## src/rtl/serial_alu_pkg.sv

```systemverilog
// Shared definitions for the bit-serial ALU: op-code encoding (same as the
// parallel ALU) and the sequencer state encoding.
package serial_alu_pkg;

  localparam logic [2:0] ALU_ADD = 3'd2;
  localparam logic [2:0] ALU_SUB = 3'd3;
  localparam logic [2:0] ALU_AND = 3'd4;
  localparam logic [2:0] ALU_OR  = 3'd5;
  localparam logic [2:0] ALU_NOR = 3'd6;
  localparam logic [2:0] ALU_XOR = 3'd7;

  typedef enum logic [1:0] {
    ST_IDLE = 2'd0,
    ST_RUN  = 2'd1,
    ST_DONE = 2'd2
  } state_e;

  // Codes 0..3 are arithmetic (0/2 add, 1/3 subtract); 4..7 are bitwise.
  function automatic logic is_arith(input logic [2:0] ctrl);
    return ~ctrl[2];
  endfunction

endpackage

```

## src/rtl/serial_alu_alu1.sv

```systemverilog
// One-bit ALU slice. Arithmetic ops use a full adder with B inverted for
// subtraction (control[0]=1); bitwise ops report a carry-out of 0.
module alu1
  import serial_alu_pkg::*;
(
  input  logic       a,
  input  logic       b,
  input  logic       carryin,
  input  logic [2:0] control,
  output logic       result,
  output logic       carryout
);

  logic b_eff_s;

  assign b_eff_s = b ^ control[0];

  // Per-bit function select and full-adder carry.
  always_comb begin
    result   = 1'b0;
    carryout = 1'b0;
    case (control)
      3'd0, 3'd1, ALU_ADD, ALU_SUB: begin
        result   = a ^ b_eff_s ^ carryin;
        carryout = (a & b_eff_s) | (a & carryin) | (b_eff_s & carryin);
      end
      ALU_AND: result = a & b;
      ALU_OR:  result = a | b;
      ALU_NOR: result = ~(a | b);
      ALU_XOR: result = a ^ b;
      default: begin
        result   = 1'b0;
        carryout = 1'b0;
      end
    endcase
  end

endmodule

```

## src/rtl/serial_alu.sv

```systemverilog
// Bit-serial ALU sequencer: feeds one alu1 slice LSB first, one bit per cycle,
// with a registered carry chain; result and flags appear WIDTH+1 cycles after
// start is accepted.
// Build option: define SERIAL_ALU_FLAGS_EN to enable the zero / negative /
// overflow / carryout flags; otherwise those outputs are tied to 0.
module serial_alu
  import serial_alu_pkg::*;
#(
  parameter int WIDTH = 32
) (
  input  logic             clock,
  input  logic             reset,
  input  logic             start,
  input  logic [WIDTH-1:0] A,
  input  logic [WIDTH-1:0] B,
  input  logic [2:0]       control,
  output logic             busy,
  output logic             done,
  output logic [WIDTH-1:0] out,
  output logic             carryout,
  output logic             zero,
  output logic             negative,
  output logic             overflow
);

  localparam int CW = $clog2(WIDTH);
  localparam logic [CW-1:0] LAST_BIT = CW'(WIDTH - 1);

  state_e           state_q, state_d;
  logic             busy_q, done_q;
  logic [WIDTH-1:0] a_sh_q, b_sh_q, res_q, out_q;
  logic [WIDTH-1:0] res_next_s;
  logic [2:0]       ctrl_q;
  logic             carry_q;
  logic [CW-1:0]    cnt_q;
  logic             accept_s, last_s;
  logic             slice_res_s, slice_cout_s;

  assign accept_s   = start && ((state_q == ST_IDLE) || (state_q == ST_DONE));
  assign last_s     = (state_q == ST_RUN) && (cnt_q == LAST_BIT);
  assign res_next_s = {slice_res_s, res_q[WIDTH-1:1]};

  alu1 u_slice (
    .a        (a_sh_q[0]),
    .b        (b_sh_q[0]),
    .carryin  (carry_q),
    .control  (ctrl_q),
    .result   (slice_res_s),
    .carryout (slice_cout_s)
  );

  // Next-state logic; start is only honoured outside RUN.
  always_comb begin
    state_d = state_q;
    case (state_q)
      ST_IDLE: begin
        if (start) state_d = ST_RUN;
        else       state_d = ST_IDLE;
      end
      ST_RUN: begin
        if (cnt_q == LAST_BIT) state_d = ST_DONE;
        else                   state_d = ST_RUN;
      end
      ST_DONE: begin
        if (start) state_d = ST_RUN;
        else       state_d = ST_IDLE;
      end
      default: state_d = ST_IDLE;
    endcase
  end

  // State register with busy/done registered from the next state.
  always_ff @(posedge clock) begin
    if (reset) begin
      state_q <= ST_IDLE;
      busy_q  <= 1'b0;
      done_q  <= 1'b0;
    end else begin
      state_q <= state_d;
      busy_q  <= (state_d == ST_RUN);
      done_q  <= (state_d == ST_DONE);
    end
  end

  // Operand shifters, carry chain, bit counter and result accumulation.
  always_ff @(posedge clock) begin
    if (reset) begin
      a_sh_q  <= '0;
      b_sh_q  <= '0;
      res_q   <= '0;
      ctrl_q  <= 3'd0;
      carry_q <= 1'b0;
      cnt_q   <= '0;
    end else if (accept_s) begin
      a_sh_q  <= A;
      b_sh_q  <= B;
      ctrl_q  <= control;
      carry_q <= control[0];
      cnt_q   <= '0;
    end else if (state_q == ST_RUN) begin
      a_sh_q  <= {1'b0, a_sh_q[WIDTH-1:1]};
      b_sh_q  <= {1'b0, b_sh_q[WIDTH-1:1]};
      res_q   <= res_next_s;
      carry_q <= slice_cout_s;
      cnt_q   <= cnt_q + CW'(1);
    end
  end

  // Result word: updated only when the last bit has been produced.
  always_ff @(posedge clock) begin
    if (reset)       out_q <= '0;
    else if (last_s) out_q <= res_next_s;
  end

  assign busy = busy_q;
  assign done = done_q;
  assign out  = out_q;

`ifdef SERIAL_ALU_FLAGS_EN
  logic cin_msb_q, cout_q, zero_q, neg_q;

  // Flags captured on entry to DONE; carries are gated to 0 for bitwise ops,
  // so overflow (carry-in XOR carry-out of the MSB slice) is 0 for them too.
  always_ff @(posedge clock) begin
    if (reset) begin
      cin_msb_q <= 1'b0;
      cout_q    <= 1'b0;
      zero_q    <= 1'b1;
      neg_q     <= 1'b0;
    end else if (last_s) begin
      cin_msb_q <= is_arith(ctrl_q) & carry_q;
      cout_q    <= is_arith(ctrl_q) & slice_cout_s;
      zero_q    <= (res_next_s == '0);
      neg_q     <= res_next_s[WIDTH-1];
    end
  end

  assign carryout = cout_q;
  assign zero     = zero_q;
  assign negative = neg_q;
  assign overflow = cin_msb_q ^ cout_q;
`else
  assign carryout = 1'b0;
  assign zero     = 1'b0;
  assign negative = 1'b0;
  assign overflow = 1'b0;
`endif

endmodule

```

## config.mk

```make
export PLATFORM = sky130hd
export DESIGN_NAME = serial_alu
export DESIGN_NICKNAME = d
export VERILOG_FILES = /design/src/rtl/serial_alu_pkg.sv /design/src/rtl/serial_alu_alu1.sv /design/src/rtl/serial_alu.sv
export SDC_FILE = /design/constraint.sdc
export NUM_CORES = 1
export LEC_CHECK = 0
export BUFFER_PORTS_ARGS = -buffer_cell sky130_fd_sc_hd__buf_2
export CAP_MARGIN = 20
export CORE_UTILIZATION = 30
export CTS_CLUSTER_SIZE = 16
export DETAILED_ROUTE_END_ITERATION = 10
export HOLD_SLACK_MARGIN = 0.02
export PLACE_DENSITY_LB_ADDON = 0.3
export SLEW_MARGIN = 5
export SYNTH_ARGS = -nofsm -noshare
export SYNTH_HDL_FRONTEND = slang
export SYNTH_HIERARCHICAL = 1
export SYNTH_SLANG_ARGS = --single-unit
```

## constraint.sdc

```tcl
create_clock -name clock -period 2.15 [get_ports clock]
set_input_delay 0.43 -clock clock [delete_from_list [all_inputs] [get_ports clock]]
set_output_delay 0.43 -clock clock [all_outputs]
set_load 0.005 [all_outputs]
```

==> results by stage <==
Yosys:
- The synthesized design devotes to its leading area cell type around half of total area.
- The synthesized area per cell is between 7 and 8 um2.
- The synthesized design contains 140 register bits.
- The cell taking the most area after synthesis is dfxtp_1.
- By area the synthesized netlist is led by dfxtp_1, nand2_1, a311oi_1.
- The number of different library cells used by synthesis comes to 30.
- Yosys printed 6 warnings.
- The summed instance area of the synthesized netlist is 0.00554 mm2.
- The post-synthesis cell count is about 700.
- The sequential fraction of the synthesis area is 50.6%.

Drt:
- The length of the first detailed-routing pass in iterations is 4.
- In the final routed layout, each cell accounts on average for 12.7 um.
- The via count is approximately 4800.
- The total detailed-routing wirelength is between 10000 and 15000 um.
- After detailed routing, the number of vias per cell comes to 4.73.
- For this block, the initial DRC count from the detailed router was approximately 210.
- The post-route antenna net violation count is 0.
- The DRC violation count after routing is 0.

Die:
- The row count is 49.
- The initial utilization of the core area, before any placement, comes to 30.7%.
- The die covers roughly 0.019 mm2.
- The floorplan step set the die height to around 140 um.
- The overall die width is roughly 140 um.
- The total area inside the core boundary comes to 0.0180 mm2.
- ~110 I/O pins were placed.

Pwr:
- Per report_power, the combinational group accounts for roughly 8.5% of the total.
- The power per unit of standard cell area is roughly 920 mW/mm2.
- The switching part of the total power is a little under a quarter.
- The internal portion of total power is between 4000 and 5000 uW.
- The maximum vdd drop is ~0.53 mV.
- The power share of the sequential group is between 40% and 50%.
- The clock network is responsible for 47.5% of the overall power.
- For this design the static power due to leakage is 0.00263 uW.
- Summed over all nets, the switching power comes to about 1500 uW.

Finish:
- Summing all multi-input logic gate instances after layout gives 0.00242 mm2.
- The core utilization of the finished layout is 38.2%.
- Of the cells placed in the final design, the portion with a size suffix greater than 1 is 19.5%.
- The most frequent standard cell in the layout excluding fill and tap cells is nand2_1.
- The count of fill cells added during filler insertion is about 1900.
- Leaving out fill and tap cells, the most frequent cells in the layout are nand2_1, dfxtp_1, buf_2.
- The combined flip-flop and latch cell area is 0.00280 mm2.
- The net count of the finished layout is roughly 850.
- After routing the design area is 0.00688 mm2.
- Compared with the post-synthesis result, the final layout area differs by 24.2%.
- The post-route non-filler standard cell count is about 1000.
- The repair_antennas step left the layout with diodes totalling 0.

Global route:
- After global routing the overflow that remains totals 0.
- The initial antenna violation count is 0.
- The first global-routing pass estimated 21500 um of wire.
- Entering global routing, the biggest net connects 52 pins.
- For this run, the total global-route usage over all layers was measured as between 10 and 15%.
- The via count of the first global-routing pass was 4465.

Timing:
- Setup repair after global routing left no endpoint under its margin.
- The count of final hold-check violations came to 0.
- The final number of max-transition violations is 0.
- The timing-limited maximum frequency is approximately 590 MHz.
- In this run the tightest slew margin relative to its limit is about two thirds.
- Setup slack closes at 0.444 ns.
- Setup violations remaining at the end of the flow were counted as 0.
- After routing, the total negative slack on setup checks comes to 0 ns.
- After layout, the minimum clock period comes to between 1.5 and 2 ns.
- The worst clock skew is about 0.011 ns.
- For the pin with the worst max-slew slack, the measured transition is about 0.5 ns.
- The worst path uses slightly below 80% of the clock period.

CTS:
- The clock transition at the registers of the reported paths is approximately 0.060 ns.
- Clock latency on the worst-skew pair, taken at its later pin, is around 0.42 ns.
- The clock tree synthesis step divided the H-tree into 4 levels.
- TritonCTS built the clock tree.
- In this run the clock root is driven by a clkbuf_16.
- The hold buffer count at cts is 0.
- Gates resized during post-CTS repair numbered 0.
- The buffer count from post-CTS setup fixing is 0.
- The longest clock path from root to sink contains 2 buffers.
- The clock net sink count is between 100 and 150.
- Counting the buffers created by CTS gives 17.

Placed design:
- The number of instances in the placed design is roughly 990.
- The final HPWL from detailed placement is just over 8000 um.
- After detailed placement, the total cell area comes to 0.00627 mm2.
- The congestion estimate from routability-driven global placement came to a little over 0.7.
- The count of buffers added on input and output ports is around 100.
- The post-place setup slack is 0.459 ns.

Critical path:
- The path type of the worst setup path is reg2reg.
- The type of element capturing the critical path is a flop.
- STA classifies the critical path startpoint as a flop.
- The largest fanout on the critical path is 32.
- Data on the critical path is required at its endpoint by between 2 and 2.5 ns.
- For the worst setup path, the data arrival time is slightly above 2 ns.

Flow run:
- The number of violations of the max-capacitance limit is 0.

Hold path:
- The path class of the tightest hold or removal check is in2reg.

Status:
- The run finished with clean final reports.
[worst max-delay path, cell delays in order (launching register included)]
cell     delay, ns
dfxtp_1       0.37
ha_1          0.18
and3_1        0.16
ha_1          0.18
and3b_1       0.16
buf_4         0.32
nand2_1       0.11
a21oi_1       0.14
[per-stage QoR]
step                      power (uW)  hold WS [ns]
after detailed placement        3380         0.443
after global placement          3380         0.439
after global routing            6620         0.253
final                           6330         0.246
after floorplan                 3200         0.432
after CTS                       6420         0.230
[layer usage]
metal,global-route usage (%),routed length [um]
met1,18.3,6350
met5,0,0
met4,4.71,104
met3,5.37,783
met2,22.5,5740
[final timing paths]
kind	slack (ns)	cells past startpoint	to	start
max	0.44	7	out[16]	cnt_q[0]
min	0.25	3	ctrl_q[2]	control[2]
max reg2reg	0.44	7	out[16]	cnt_q[0]
min reg2reg	0.45	2	out[22]	out[22]
[cells by family after synthesis]
group | share of synthesized area [%]
buffers and inverters | 6.21
XOR/XNOR | 0.475
flip-flops | 50.6
other | 0.0677
adder cells (fa/ha/maj) | 1.27
multiplexers | 0.633
AND/OR/NAND/NOR | 23.9
AO/OA/AOI/OAI | 16.8
[power by group through the flow]
| stage | clock network, uW | logic, uW | registers (uW) |
|---|---|---|---|
| 2_1_floorplan | 0 | 378 | 2820 |
| 3_3_place_gp | 0 | 544 | 2840 |
| 3_5_place_dp | 0 | 543 | 2840 |
| 4_1_cts | 3090 | 546 | 2780 |
| 5_1_grt | 3210 | 609 | 2800 |
| 6_report | 3010 | 537 | 2780 |
[cell usage after synthesis]
| cell | n |
|---|---|
| a311oi_1 | 59 |
| or3_1 | 1 |
| conb_1 | 1 |
| and3_1 | 1 |
| nand3_1 | 7 |
| a31oi_1 | 1 |
| xor2_1 | 2 |
| nor2_1 | 65 |
| o21a_1 | 1 |
| clkbuf_1 | 19 |
| buf_4 | 16 |
| nand3b_1 | 2 |
| a21oi_1 | 73 |
| xnor2_1 | 1 |
| dfxtp_1 | 140 |
| fa_1 | 1 |
| o21ai_0 | 1 |
| nor2b_1 | 3 |
| mux2_4 | 1 |
| and3b_1 | 1 |
| nand2_1 | 257 |
| buf_1 | 2 |
| mux2i_1 | 2 |
| nor3_1 | 1 |
| nand2b_1 | 3 |
| a22oi_1 | 3 |
| o311ai_1 | 1 |
| buf_2 | 26 |
| inv_1 | 4 |
| ha_1 | 4 |
[registers in the layout, summed over array words and instances, names as in the netlist]
name,flops
state_q,2
ctrl_q,3
carry_q,1
busy,1
cnt_q,5
b_sh_q,32
out,32
done,1
a_sh_q,32
res_q,31
[area by class of cell]
class                   instances  area share (%)
repair buffers                119            10.7
flip-flops and latches        140            40.7
clock buffers                  21            6.84
inverters                       4           0.218
multi-input cells             495            35.2
clock inverters                11            2.06
well taps                     229            4.17
No activity file was read; power rests on OpenSTA's default activity.
